==> config.mk <==
export PLATFORM = sky130hd
export DESIGN_NAME = spi_cmd_scheduler
export DESIGN_NICKNAME = d
export VERILOG_FILES = /design/src/rtl/spi_pkg.sv /design/src/rtl/spi_sched_fifo.sv /design/src/rtl/spi_cmd_scheduler.sv
export SDC_FILE = /design/constraint.sdc
export NUM_CORES = 1
export LEC_CHECK = 0
export BUFFER_PORTS_ARGS = -buffer_cell sky130_fd_sc_hd__buf_2
export CAP_MARGIN = 15
export CORE_UTILIZATION = 50
export DETAILED_ROUTE_END_ITERATION = 7
export PLACE_DENSITY = 0.72
export SLEW_MARGIN = 40
export SYNTH_ARGS = -nofsm -noshare
export SYNTH_HDL_FRONTEND = slang
export SYNTH_SLANG_ARGS = --single-unit
==> constraint.sdc <==
create_clock -name clk -period 2.5 [get_ports clk]
set_input_delay 0.5 -clock clk [delete_from_list [all_inputs] [get_ports clk]]
set_output_delay 0.5 -clock clk [all_outputs]
set_load 0.02 [all_outputs]
==> src/rtl/spi_pkg.sv <==
// -----------------------------------------------------------------------------
// spi_pkg
// Shared definitions for the SPI command scheduler slice:
//   - sched_state_t         : scheduler FSM state encoding
//   - DEF_LENGTH_SEND_C     : default controller->peripheral word width
//   - DEF_LENGTH_RECIEVED_C : default peripheral->controller word width
// -----------------------------------------------------------------------------
package spi_pkg;

    localparam int DEF_LENGTH_SEND_C     = 8;
    localparam int DEF_LENGTH_RECIEVED_C = 16;

    typedef enum logic [2:0] {
        S_IDLE,
        S_LAUNCH,
        S_WAIT,
        S_STORE,
        S_GAP
    } sched_state_t;

endpackage

==> src/rtl/spi_sched_fifo.sv <==
// -----------------------------------------------------------------------------
// spi_sched_fifo
// Synchronous FIFO, parameterised width and depth (DEPTH power of 2, >= 2).
// Ports:
//   i_clk, i_rst_n  : clock, asynchronous active-low reset
//   i_push, i_wdata : write request and data
//   i_pop           : read request (head advances)
//   o_rdata         : head entry, '0 while empty
//   o_full, o_empty : occupancy flags
//   o_count         : number of stored entries (log2(DEPTH)+1 bits)
// A push while full is accepted when a pop happens in the same cycle; a pop
// while empty is ignored, so a simultaneous push still lands.
// -----------------------------------------------------------------------------
module spi_sched_fifo #(
    parameter int WIDTH = 8,
    parameter int DEPTH = 4
) (
    input  logic                     i_clk,
    input  logic                     i_rst_n,
    input  logic                     i_push,
    input  logic [WIDTH-1:0]         i_wdata,
    input  logic                     i_pop,
    output logic [WIDTH-1:0]         o_rdata,
    output logic                     o_full,
    output logic                     o_empty,
    output logic [$clog2(DEPTH):0]   o_count
);

    localparam int            AW       = $clog2(DEPTH);
    localparam logic [AW:0]   FULL_CNT = DEPTH[AW:0];

    logic [WIDTH-1:0] r_mem [DEPTH];
    logic [AW-1:0]    r_wr_ptr;
    logic [AW-1:0]    r_rd_ptr;
    logic [AW:0]      r_count;
    logic             w_do_push;
    logic             w_do_pop;

    assign w_do_pop  = i_pop && (r_count != '0);
    assign w_do_push = i_push && ((r_count != FULL_CNT) || w_do_pop);

    always_ff @(posedge i_clk or negedge i_rst_n) begin
        if (!i_rst_n) begin
            r_wr_ptr <= '0;
            r_rd_ptr <= '0;
            r_count  <= '0;
        end else begin
            if (w_do_push) r_wr_ptr <= r_wr_ptr + 1'b1;
            if (w_do_pop)  r_rd_ptr <= r_rd_ptr + 1'b1;
            case ({w_do_push, w_do_pop})
                2'b10:   r_count <= r_count + 1'b1;
                2'b01:   r_count <= r_count - 1'b1;
                default: r_count <= r_count;
            endcase
        end
    end

    always_ff @(posedge i_clk) begin
        if (w_do_push) r_mem[r_wr_ptr] <= i_wdata;
    end

    assign o_rdata = (r_count == '0) ? '0 : r_mem[r_rd_ptr];
    assign o_full  = (r_count == FULL_CNT);
    assign o_empty = (r_count == '0);
    assign o_count = r_count;

endmodule

==> src/rtl/spi_cmd_scheduler.sv <==
// -----------------------------------------------------------------------------
// spi_cmd_scheduler
// Queues host words in a TX FIFO, launches one SPI transaction per word and
// stores each returned word in an RX FIFO. A transaction is only launched
// when an RX slot is free, so the RX push after spi_done can never overflow.
// Ports:
//   clk, rst                      : clock, asynchronous active-low reset
//   tx_valid/tx_ready/tx_data     : host -> TX FIFO
//   rx_valid/rx_ready/rx_data     : RX FIFO -> host (rx_data is the head)
//   data_send_c, start_comm       : word and one-cycle start pulse to SPI
//   spi_done, spi_rx_word         : completion pulse and returned word
//   busy                          : FSM not in IDLE
//   err, err_clr                  : sticky timeout flag and its clear
// Build option: define SPI_SCHED_TIMEOUT_EN to bound WAIT to TIMEOUT cycles;
// otherwise err is tied low and err_clr is ignored.
// -----------------------------------------------------------------------------
module spi_cmd_scheduler
    import spi_pkg::*;
#(
    parameter int LENGTH_SEND_C     = DEF_LENGTH_SEND_C,
    parameter int LENGTH_RECIEVED_C = DEF_LENGTH_RECIEVED_C,
    parameter int DEPTH             = 4,
    parameter int GAP               = 2,
    parameter int TIMEOUT           = 64
) (
    input  logic                         clk,
    input  logic                         rst,
    input  logic                         tx_valid,
    output logic                         tx_ready,
    input  logic [LENGTH_SEND_C-1:0]     tx_data,
    output logic                         rx_valid,
    input  logic                         rx_ready,
    output logic [LENGTH_RECIEVED_C-1:0] rx_data,
    output logic [LENGTH_SEND_C-1:0]     data_send_c,
    output logic                         start_comm,
    input  logic                         spi_done,
    input  logic [LENGTH_RECIEVED_C-1:0] spi_rx_word,
    output logic                         busy,
    output logic                         err,
    input  logic                         err_clr
);

    localparam int            GW         = (GAP > 1) ? $clog2(GAP) : 1;
    localparam int            GAP_LAST_I = (GAP > 0) ? GAP - 1 : 0;
    localparam logic [GW-1:0] GAP_LAST   = GAP_LAST_I[GW-1:0];

    sched_state_t                 r_state;
    sched_state_t                 w_state_nxt;
    logic [LENGTH_SEND_C-1:0]     r_data_send;
    logic [LENGTH_RECIEVED_C-1:0] r_rx_word;
    logic [GW-1:0]                r_gap_cnt;

    logic                         w_tx_push, w_tx_pop, w_tx_full, w_tx_empty;
    logic                         w_rx_push, w_rx_pop, w_rx_full, w_rx_empty;
    logic [LENGTH_SEND_C-1:0]     w_tx_rdata;
    logic [$clog2(DEPTH):0]       w_unused_tx_count;
    logic [$clog2(DEPTH):0]       w_unused_rx_count;
    logic                         w_launch_ok;
    logic                         w_timeout;

    assign w_tx_push = tx_valid && !w_tx_full;
    assign w_rx_pop  = rx_ready && !w_rx_empty;
    // A host pop in the same cycle frees the slot this launch reserves.
    assign w_launch_ok = !w_tx_empty && (!w_rx_full || w_rx_pop);

    spi_sched_fifo #(.WIDTH(LENGTH_SEND_C), .DEPTH(DEPTH)) u_tx_fifo (
        .i_clk   (clk),
        .i_rst_n (rst),
        .i_push  (w_tx_push),
        .i_wdata (tx_data),
        .i_pop   (w_tx_pop),
        .o_rdata (w_tx_rdata),
        .o_full  (w_tx_full),
        .o_empty (w_tx_empty),
        .o_count (w_unused_tx_count)
    );

    spi_sched_fifo #(.WIDTH(LENGTH_RECIEVED_C), .DEPTH(DEPTH)) u_rx_fifo (
        .i_clk   (clk),
        .i_rst_n (rst),
        .i_push  (w_rx_push),
        .i_wdata (r_rx_word),
        .i_pop   (w_rx_pop),
        .o_rdata (rx_data),
        .o_full  (w_rx_full),
        .o_empty (w_rx_empty),
        .o_count (w_unused_rx_count)
    );

    always_comb begin
        w_state_nxt = r_state;
        w_tx_pop    = 1'b0;
        w_rx_push   = 1'b0;
        case (r_state)
            S_IDLE: begin
                if (w_launch_ok) begin
                    w_tx_pop    = 1'b1;
                    w_state_nxt = S_LAUNCH;
                end
            end
            S_LAUNCH: w_state_nxt = S_WAIT;
            S_WAIT: begin
                if (spi_done)       w_state_nxt = S_STORE;
                else if (w_timeout) w_state_nxt = (GAP > 0) ? S_GAP : S_IDLE;
            end
            S_STORE: begin
                w_rx_push   = 1'b1;
                w_state_nxt = (GAP > 0) ? S_GAP : S_IDLE;
            end
            S_GAP: begin
                if (r_gap_cnt == GAP_LAST) w_state_nxt = S_IDLE;
            end
            default: w_state_nxt = S_IDLE;
        endcase
    end

    always_ff @(posedge clk or negedge rst) begin
        if (!rst) begin
            r_state     <= S_IDLE;
            r_data_send <= '0;
            r_rx_word   <= '0;
            r_gap_cnt   <= '0;
        end else begin
            r_state <= w_state_nxt;
            if (w_tx_pop) r_data_send <= w_tx_rdata;
            if ((r_state == S_WAIT) && spi_done) r_rx_word <= spi_rx_word;
            if (r_state == S_GAP) r_gap_cnt <= r_gap_cnt + 1'b1;
            else                  r_gap_cnt <= '0;
        end
    end

`ifdef SPI_SCHED_TIMEOUT_EN
    localparam int            TW       = (TIMEOUT > 1) ? $clog2(TIMEOUT) : 1;
    localparam int            T_LAST_I = (TIMEOUT > 0) ? TIMEOUT - 1 : 0;
    localparam logic [TW-1:0] T_LAST   = T_LAST_I[TW-1:0];

    logic [TW-1:0] r_wait_cnt;
    logic          r_err;

    // The slot reserved at launch is released simply by not pushing to RX.
    assign w_timeout = (r_state == S_WAIT) && !spi_done && (r_wait_cnt == T_LAST);

    always_ff @(posedge clk or negedge rst) begin
        if (!rst) begin
            r_wait_cnt <= '0;
            r_err      <= 1'b0;
        end else begin
            if (r_state == S_WAIT) r_wait_cnt <= r_wait_cnt + 1'b1;
            else                   r_wait_cnt <= '0;
            if (w_timeout)    r_err <= 1'b1;
            else if (err_clr) r_err <= 1'b0;
        end
    end

    assign err = r_err;
`else
    logic w_unused_cfg;

    assign w_timeout    = 1'b0;
    assign err          = 1'b0;
    assign w_unused_cfg = err_clr | (TIMEOUT > 0);
`endif

    assign tx_ready    = !w_tx_full;
    assign rx_valid    = !w_rx_empty;
    assign data_send_c = r_data_send;
    assign start_comm  = (r_state == S_LAUNCH);
    assign busy        = (r_state != S_IDLE);

endmodule

==> results.yml, run 1 <==
clock_tree:
  clock_path_buffers: 2
  cts_buffers: 17
  cts_tree: "done"
  h-tree-depth: 4
  cts_num_sinks: 138
  root_buffer: "clkbuf_8"
  clkTransAtPathRegs_ps: 60
  clock_latency_ps: 500
synthesis:
  synth_edf_count: 96
  yosys_warnings: 0
  synth_flop_cell: "edfxtp_1"
  synthTopCellsByCount: "96 x edfxtp_1, 42 x dfrtp_1, 26 x mux2_2, 24 x mux4_2, 22 x and2_1"
  synth_top_area_share_pct: 52.48
  synth.area.top_cells: "edfxtp_1 52%, dfrtp_1 19%, mux4_2 9.8%"
  yosysSeqAreaShare_pct: 71.62
  async_reset_ff_share_pct: 30.43
  synth_top_area_cell: "edfxtp_1"
  yosysMostFrequentCell: "edfxtp_1"
  synth.distinct_cells: 34
  synthCells: 288
  syn-num-nets: 330
  synthesis.area_um2: 5493
  avgSynthCellArea_um2: 19.07
  synth_seq_cells: 138
cells_and_area:
  drive_gt1_share_pct: 40.90
  syn_to_final_growth_pct: 19.93
  diodes: 0
  fillers: 737
  nets: 408
timing:
  tns_ps: 0
  hold_viol_final: 0
  rsz0062_at_grt: "no"
  fin_skew_ps: 8.919
  fmax_ghz: 0.4138
  period_needed_ps: 2417
  finalCritPeriodShare_pct: 96.66
  final.setup.worst_slack_ps: 83.48
  worst_slew_margin_rel_pct: 61.60
  drv_slew: 0
  tightest_slew_ps: 576.0
  setup_violations: 0
global_routing:
  overflow: 0
  antenna_found_initial: 0
  grt_max_degree: 23
  grt_pass1_vias: 2975
  grt_usage_pct: 18.16
  grt_pass1_wl_mm: 15.08
routing:
  wl_per_cell_um: 17.81
  met2_length_mm: 5.008
  drt_pass1_iterations: 4
  met1_length_mm: 3.592
  topRoutingLayerUsed: "met4"
  drcViolationCount: 0
  wirelength_mm: 9.173
  num_vias: 2750
  viasPerCell: 5.340
  dr_wl_met3_um: 465
  ant_nets: 0
  drt_iter0_markers: 106
power:
  ir_worst_vdd_uv: 619.0
  p_int_mw: 5.925
  powerDensity_nw_per_um2: 1318
  switchingPower_mw: 2.754
  seq_power_share_pct: 42.4
  clkPwrFrac_pct: 25.4
  share_comb_of_total_power_pct: 32.2
  switching_share_pct: 31.73
  total_leakage_power_nw: 2.506
hold_path:
  min_path_type: "input port to register"
  min_from: "tx_data[7]"
die:
  die_area_um2: 11410
  fp.dieH_um: 106.8
  row_count: 37
  core_area_um2: 10510
  die_w_um: 106.8
  ios: 59
  initial_utilization_pct: 52.27
setup_path:
  worst_setup_path_end_kind: "output pin"
  rr_startpoint: "u_tx_fifo.o_count[1]"
  cp_max_fo: 14
  critPathKind: "register to output pin"
  crit_arrival_ps: 1920
  start_kind: "register"
  startpoint: "u_rx_fifo.r_rd_ptr[0]"
  required_ps: 2000
flow_run:
  cap_violations: 0
status:
  outcome: "complete, no violations"
placed_design:
  place_hpwl_mm: 6.063
  io_buffer_count: 56
  dp_worst_setup_slack_ps: 101.9
  place_congestion: 0.6796
==> final timing paths <==
check / to / slack, ps / depth (start not counted)
min in group asynchronous: r_state[0] / 530 / 2
max in group asynchronous: u_rx_fifo.r_rd_ptr[0] / 1380 / 3
max reg2reg: u_tx_fifo.o_count[2] / 220 / 9
max: rx_data[2] / 80 / 4
min reg2reg: r_gap_cnt / 410 / 1
min: u_tx_fifo.r_mem[0][7] / 210 / 1
==> sequential cells by signal (all words and copies together), names as in the netlist <==
register	cells
u_rx_fifo.r_mem	64
u_tx_fifo.r_mem	32
r_rx_word	16
data_send_c	8
r_state	3
u_rx_fifo.o_count	3
u_tx_fifo.o_count	3
u_rx_fifo.r_rd_ptr	2
u_rx_fifo.r_wr_ptr	2
u_tx_fifo.r_rd_ptr	2
u_tx_fifo.r_wr_ptr	2
r_gap_cnt	1
==> cell usage in the layout, fill, tap and decap left out, types with 3 or more instances in the layout <==
cell type   synthesis  routed
clkinvlp_4          0       4
and2_1             22      22
clkinv_1            0       3
clkbuf_16           0      16
buf_12              0       5
and3_1              4       4
mux2_2             26      26
xor2_1              6       6
dfrtp_1            42      40
clkinv_2            0       3
xnor2_1             7       7
mux4_2             24      24
nor2_1              3       3
buf_4               1       9
ha_1               10      10
buf_2               4      56
edfxtp_1           96      96
inv_1              14      14
==> per-stage QoR <==
step | hold WS (ps) | power [mW] | std cells | instance area, um^2 | utilization, %
floorplan | 204.4 | 5.659 | 288 | 5493 | -
global placement | 401.0 | 6.419 | 481 | 6042 | 57.49
detailed placement | 413.6 | 6.546 | 481 | 6042 | 57.49
CTS | 184.2 | 8.782 | 515 | 6586 | 62.67
global route | 195.3 | 9.180 | 515 | 6588 | 62.69
finish | 211.3 | 8.679 | 515 | 6588 | 62.69
==> power by group through the flow <==
stage / sequential [mW] / clock, mW / combinational, mW
after CTS: 3.68 / 2.25 / 2.85
after detailed placement: 3.73 / 0 / 2.81
final: 3.68 / 2.20 / 2.80
after floorplan: 3.58 / 0 / 2.08
after global routing: 3.77 / 2.33 / 3.09
after global placement: 3.68 / 0 / 2.74
==> final cells by class <==
class,instances,area (um^2),area share (%)
flip-flops and latches,138,3936,59.75
multi-input cells,124,1445,21.94
repair buffers,71,457.9,6.952
clock buffers,19,421.7,6.401
well taps,136,170.2,2.583
clock inverters,13,103.9,1.576
inverters,14,52.55,0.7977
==> layer usage <==
layer | up-vias | track usage [%]
li1 | 1245 | -
met1 | 1416 | 21.83
met4 | 0 | 6.751
met2 | 78 | 31.75
met3 | 11 | 4.438
met5 | - | 0
==> kinds of logic after synthesis <==
logic type | count (synthesis) | synth area share, %
simple gates | 44 | 5.399
flops | 138 | 71.62
fa+ha+maj | 12 | 3.007
compound gates | 3 | 0.4100
buf+inv | 26 | 2.073
mux | 51 | 15.35
xor+xnor | 13 | 2.073
other cells | 1 | 0.06827
==> repair_timing <==
item / CTS / global route
endpoints found under the hold margin: 20 / 0
pin swaps: 0 / 0
hold buffers: 1 / 0
buffers inserted: 1 / 0
gates cloned: 0 / 0
setup endpoints to repair: 14 / 11
resized for setup: 1 / 1
==> worst max-delay path, cell delays in order, from the launching register on <==
cell	delay, ps
dfrtp_2	390
buf_12	180
mux4_2	520
and2_1	170
buf_2	150
Note: power is estimated with default switching activity, not from simulation.
==> run 2, diff against run 1 <==
--- a/config.mk
+++ b/config.mk
@@ -13,4 +13,5 @@
 export SLEW_MARGIN = 40
 export SYNTH_ARGS = -nofsm -noshare
 export SYNTH_HDL_FRONTEND = slang
+export SYNTH_HIERARCHICAL = 1
 export SYNTH_SLANG_ARGS = --single-unit
==> results.yml, run 2 <==
synthesis:
  async_reset_ff_share_pct: 30.43
  avgSynthCellArea_um2: 18.45
  synthCells: 305
  yosysMostFrequentCell: "edfxtp_1"
  synth.distinct_cells: 37
  synth_top_area_share_pct: 51.22
  synth_top_area_cell: "edfxtp_1"
  synth_edf_count: 96
  yosysSeqAreaShare_pct: 69.90
  yosys_warnings: 6
  synthesis.area_um2: 5628
  syn-num-nets: 347
  synth_seq_cells: 138
  synth.area.top_cells: "edfxtp_1 51%, dfrtp_1 19%, mux4_2 9.6%"
  synth_flop_cell: "edfxtp_1"
  synthTopCellsByCount: "96 x edfxtp_1, 42 x dfrtp_1, 24 x mux4_2, 22 x mux2_2"
cells_and_area:
  nets: 427
  largest_registers: "u_rx_fifo/r_mem: 64 flops, u_tx_fifo/r_mem: 32 flops, r_rx_word: 16 flops"
  syn_to_final_growth_pct: 19.94
  largest-register: "u_rx_fifo/r_mem"
  final_common_cell: "edfxtp_1"
  final_cell_mix: "96 x edfxtp_1, 55 x buf_2, 41 x dfrtp_1, 24 x mux4_2, 22 x mux2_2"
  diodes: 0
  final_area_um2: 6750
  drive_gt1_share_pct: 43.72
  largest_reg_flops: 64
power:
  ir_worst_vdd_uv: 724.6
  power_mw: 9.053
  powerDensity_nw_per_um2: 1341
  total_leakage_power_nw: 2.620
timing:
  period_needed_ps: 2419
  drv_slew: 0
  fmax_ghz: 0.4134
  tightest_slew_ps: 600.5
  setup_violations: 0
  hold_viol_final: 0
  finalCritPeriodShare_pct: 96.76
  fin_skew_ps: 7.335
  rsz0062_at_grt: "yes"
  worst_slew_margin_rel_pct: 59.97
routing:
  viasPerCell: 5.154
  wirelength_mm: 9.261
  drt_pass1_iterations: 4
  wl_per_cell_um: 17.21
  num_vias: 2773
  ant_nets: 0
  drcViolationCount: 0
  drt_iter0_markers: 150
die:
  ios: 59
  die_w_um: 108.1
  die_area_um2: 11680
  row_count: 38
  core_area_um2: 10890
  initial_utilization_pct: 51.69
  fp.dieH_um: 108.1
clock_tree:
  clock_path_buffers: 2
  cts_num_sinks: 138
  h-tree-depth: 4
  clock_latency_ps: 510
  cts_buffers: 17
  cts_tree: "done"
  root_buffer: "clkbuf_8"
  clkTransAtPathRegs_ps: 60
global_routing:
  overflow: 0
  grt_max_degree: 31
  grt_pass1_vias: 2847
  antenna_found_initial: 0
  grt_usage_pct: 17.95
  grt_pass1_wl_mm: 14.94
placed_design:
  io_buffer_count: 56
  place_congestion: 0.7121
  place_hpwl_mm: 5.855
  place_area_um2: 6155
status:
  outcome: "complete, no violations"
flow_run:
  cap_violations: 0
setup_path:
  worst_setup_path_end_kind: "output pin"
  required_ps: 2000
  critPathKind: "register to output pin"
  crit_arrival_ps: 1920
  cp_max_fo: 13
  start_kind: "register"
hold_path:
  min_path_type: "input port to register"
-- run 2: cell count changes in the layout (fill, tap and decap cells not counted), sizes merged, moves of 4 or more --
cell / previous run / this run
nor2b: 0 / 18
inv: 15 / 26
and2: 22 / 17
and3: 4 / 0
clkinv: 7 / 3
-- run 2: cell families (layout without fill, tap and decap cells) --
kind of cell / after synthesis / after routing / share of synthesized area [%]
adder cells (fa/ha/maj): 12 / 12 / 2.935
flip-flops: 138 / 138 / 69.90
AND/OR/NAND/NOR: 54 / 54 / 6.248
XOR/XNOR: 13 / 13 / 2.023
other: 1 / 1 / 0.06663
multiplexers: 52 / 52 / 15.30
buffers and inverters: 30 / 123 / 2.423
AO/OA/AOI/OAI: 5 / 5 / 1.112
-- run 2: final timing paths --
path                                            start                    end  slack (ps)  cells after the start
worst max-delay path            u_rx_fifo/r_rd_ptr[0]             rx_data[8]          80                      4
worst min-delay path                       tx_data[2]  u_tx_fifo/r_mem[2][2]         200                      1
worst max register to register   u_tx_fifo/o_count[0]   u_tx_fifo/o_count[2]         130                     11
worst min register to register              r_gap_cnt              r_gap_cnt         410                      1
max in group asynchronous                         rst  u_rx_fifo/r_rd_ptr[1]        1460                      3
min in group asynchronous                         rst  u_tx_fifo/r_wr_ptr[1]         470                      2
-- run 2: metal layers --
layer,global-route usage [%],vias to the layer above,part of all wire (%)
li1,-,1294,-
met1,22.06,1416,44
met2,30.35,54,52
met3,5.304,9,3.1
met4,6.164,0,0.89
met5,0,-,0
-- run 2: cell type report --
class	instances	area, um^2
Clock inverter	15	132.6
Sequential cell	138	3935
Fill cell	792	4138
Timing Repair Buffer	73	429.2
Inverter	18	67.56
Clock buffer	17	414.1
Tap cell	140	175.2
Multi-Input combinational cell	137	1597
-- run 2: worst max-delay path, stage by stage, from the launching register on --
cell and delay [ps]:
dfrtp_1 400, buf_12 190, mux4_2 520, nor2b_1 140
buf_2 160
-- run 2: repair_timing --
item | 4_1_cts | 5_1_grt
hold endpoints to repair | 0 | 29
hold buffers | 0 | 1
gates resized for setup | 1 | 5
buffers inserted | 0 | 3
pin swaps | 0 | 2
endpoints found under the setup margin | 12 | 14
-- run 2: per-stage QoR --
| stage | hold slack (ps) | setup slack (ps) | setup TNS, ps | utilization (%) | cells |
|---|---|---|---|---|---|
| global placement | 405.1 | 173.2 | 0 | 56.39 | 501 |
| finish | 204.9 | 80.90 | 0 | 62.00 | 538 |
| detailed placement | 406.4 | 133.8 | 0 | 56.53 | 502 |
| CTS | 60.90 | 13.66 | 0 | 61.58 | 534 |
| floorplan | 204.4 | -16.58 | -16.58 | - | 305 |
| global route | 181.0 | -9.929 | -12.10 | 62.00 | 538 |
-- run 2: power by group --
part | internal (mW) | switching, mW | total [mW]
clock network | 1.26 | 1.01 | 2.27
registers | 3.22 | 0.419 | 3.64
logic | 1.59 | 1.55 | 3.14
==> run 3, diff against run 2 <==
==> constraint.sdc (replaced) <==
create_clock -name clk -period 2.5 [get_ports clk]
set_input_delay 0.75 -clock clk [delete_from_list [all_inputs] [get_ports clk]]
set_output_delay 0.75 -clock clk [all_outputs]
set_load 0.02 [all_outputs]
==> results.yml, run 3 (same netlist as run 2, synthesis figures left out) <==
placed_design:
  io_buffer_count: 56
  place_hpwl_mm: 5.697
  place_congestion: 0.7266
  dp_worst_setup_slack_ps: 69.73
routing:
  dr_wl_met3_um: 491
  wl_per_cell_um: 17.11
  met2_length_mm: 4.681
  drt_pass1_iterations: 4
  drcViolationCount: 0
  num_vias: 2807
  topRoutingLayerUsed: "met4"
  met1_length_mm: 3.984
  drt_iter0_markers: 105
  wirelength_mm: 9.240
  viasPerCell: 5.198
  ant_nets: 0
clock_tree:
  clock_latency_ps: 520
  h-tree-depth: 4
  cts_hold_buffers: 0
  cts_tree: "done"
  root_buffer: "clkbuf_8"
  cts_buffers: 17
  cts_num_sinks: 138
  clkTransAtPathRegs_ps: 60
  clock_path_buffers: 2
timing:
  fmax_ghz: 0.3735
  drv_slew: 0
  fin_skew_ps: 9.509
  hold_viol_final: 0
  timing.hold.ws_ps: 301.2
  period_needed_ps: 2678
  final.setup.worst_slack_ps: -177.7
  setup_violations: 16
  worst_slew_margin_rel_pct: 44.38
  tightest_slew_ps: 834.3
  rsz0062_at_grt: "yes"
  finalCritPeriodShare_pct: 107.1
cells_and_area:
  largest_registers: "u_rx_fifo/r_mem: 64 flops, u_tx_fifo/r_mem: 32 flops, r_rx_word: 16 flops"
  final_common_cell: "edfxtp_1"
  nets: 429
  largest_reg_flops: 64
  syn_to_final_growth_pct: 22.34
  diodes: 0
  fillers: 772
  largest-register: "u_rx_fifo/r_mem"
  final_cell_mix: "96 x edfxtp_1, 48 x buf_2, 41 x dfrtp_1, 24 x mux4_2, 22 x mux2_2"
  drive_gt1_share_pct: 45.25
die:
  fp.dieH_um: 108.1
  core_area_um2: 10890
  ios: 59
  initial_utilization_pct: 51.69
  die_area_um2: 11680
  die_w_um: 108.1
  row_count: 38
global_routing:
  grt_max_degree: 43
  grt_pass1_vias: 2888
  grt_pass1_wl_mm: 14.89
  antenna_found_initial: 0
  grt_usage_pct: 17.73
  overflow: 0
setup_path:
  worst_setup_path_end_kind: "output pin"
  path_delay_family: "multiplexers"
  required_ps: 1750
  worstReg2RegEnd: "u_tx_fifo/o_count[2]"
  critPathMaxStageDelay_ps: 490
  crit_cells: 4
  crit_arrival_ps: 1930
  startpoint: "u_rx_fifo/r_rd_ptr[0]"
  reg2reg_slack_ps: 160
  cp_max_fo: 6
  crit_path_cell_trace: "clkbuf_16, mux4_2, nor2b_2, buf_6"
  endpoint: "rx_data[0]"
  critPathBufInv: 2
  start_kind: "register"
  rr_startpoint: "u_tx_fifo/o_count[0]"
  critPathKind: "register to output pin"
  ff2ff_path_depth: 11
  slowest_stage: "mux4_2"
flow_run:
  cap_violations: 0
status:
  outcome: "finished with violations"
  violations: "negative setup slack"
power:
  ir_worst_vdd_uv: 838.7
  powerDensity_nw_per_um2: 1371
  total_leakage_power_nw: 2.690
hold_path:
  min_path_type: "input port to asynchronous set/reset pin"
==> run 3: final cells by class <==
class | count | area, um^2 | share of cell area [%]
clock inverters | 14 | 148.9 | 2.162
repair buffers | 75 | 511.7 | 7.432
multi-input cells | 137 | 1619 | 23.51
inverters | 18 | 67.56 | 0.9813
flip-flops and latches | 138 | 3935 | 57.15
well taps | 140 | 175.2 | 2.544
clock buffers | 18 | 427.9 | 6.215
==> run 3: worst min-delay path by stage <==
stage	start	to	cells past startpoint	slack, ps
detailed placement	r_gap_cnt	r_gap_cnt	1	400
finish	rst	u_tx_fifo/r_wr_ptr[0]	2	300
CTS	rst	r_rx_word[13]	2	320
floorplan	r_gap_cnt	r_gap_cnt	1	390
global placement	r_gap_cnt	r_gap_cnt	1	400
global route	rst	u_tx_fifo/r_wr_ptr[0]	2	360
==> run 3: metrics by stage <==
step | instances | utilization (%) | area [um^2] | setup TNS [ps] | total power, mW
after floorplan | 305 | - | 5679 | -16.58 | 5.936
after global placement | 504 | 56.83 | 6187 | 0 | 6.764
after detailed placement | 504 | 56.86 | 6191 | 0 | 6.883
after CTS | 536 | 62.16 | 6768 | -3142 | 9.307
after global routing | 540 | 63.24 | 6885 | -3584 | 9.988
final | 540 | 63.24 | 6885 | -2331 | 9.436
==> run 3: what timing repair did <==
action                     in CTS  in global routing
pin swaps                       0                  0
setup buffers                   0                  3
gates cloned                    0                  1
resized for setup               0                 24
setup endpoints to repair      16                 18
==> run 3: layer usage <==
layer  track usage (%)  up-vias
li1                  -     1294
met1             21.83     1430
met2             29.85       73
met3             5.485       10
met4             5.871        0
met5                 0        -
==> run 3: report_power, final <==
part           internal [mW]  total [mW]  switching [mW]
clock network           1.38        2.39            1.00
registers               3.22        3.66           0.441
logic                   1.80        3.38            1.59
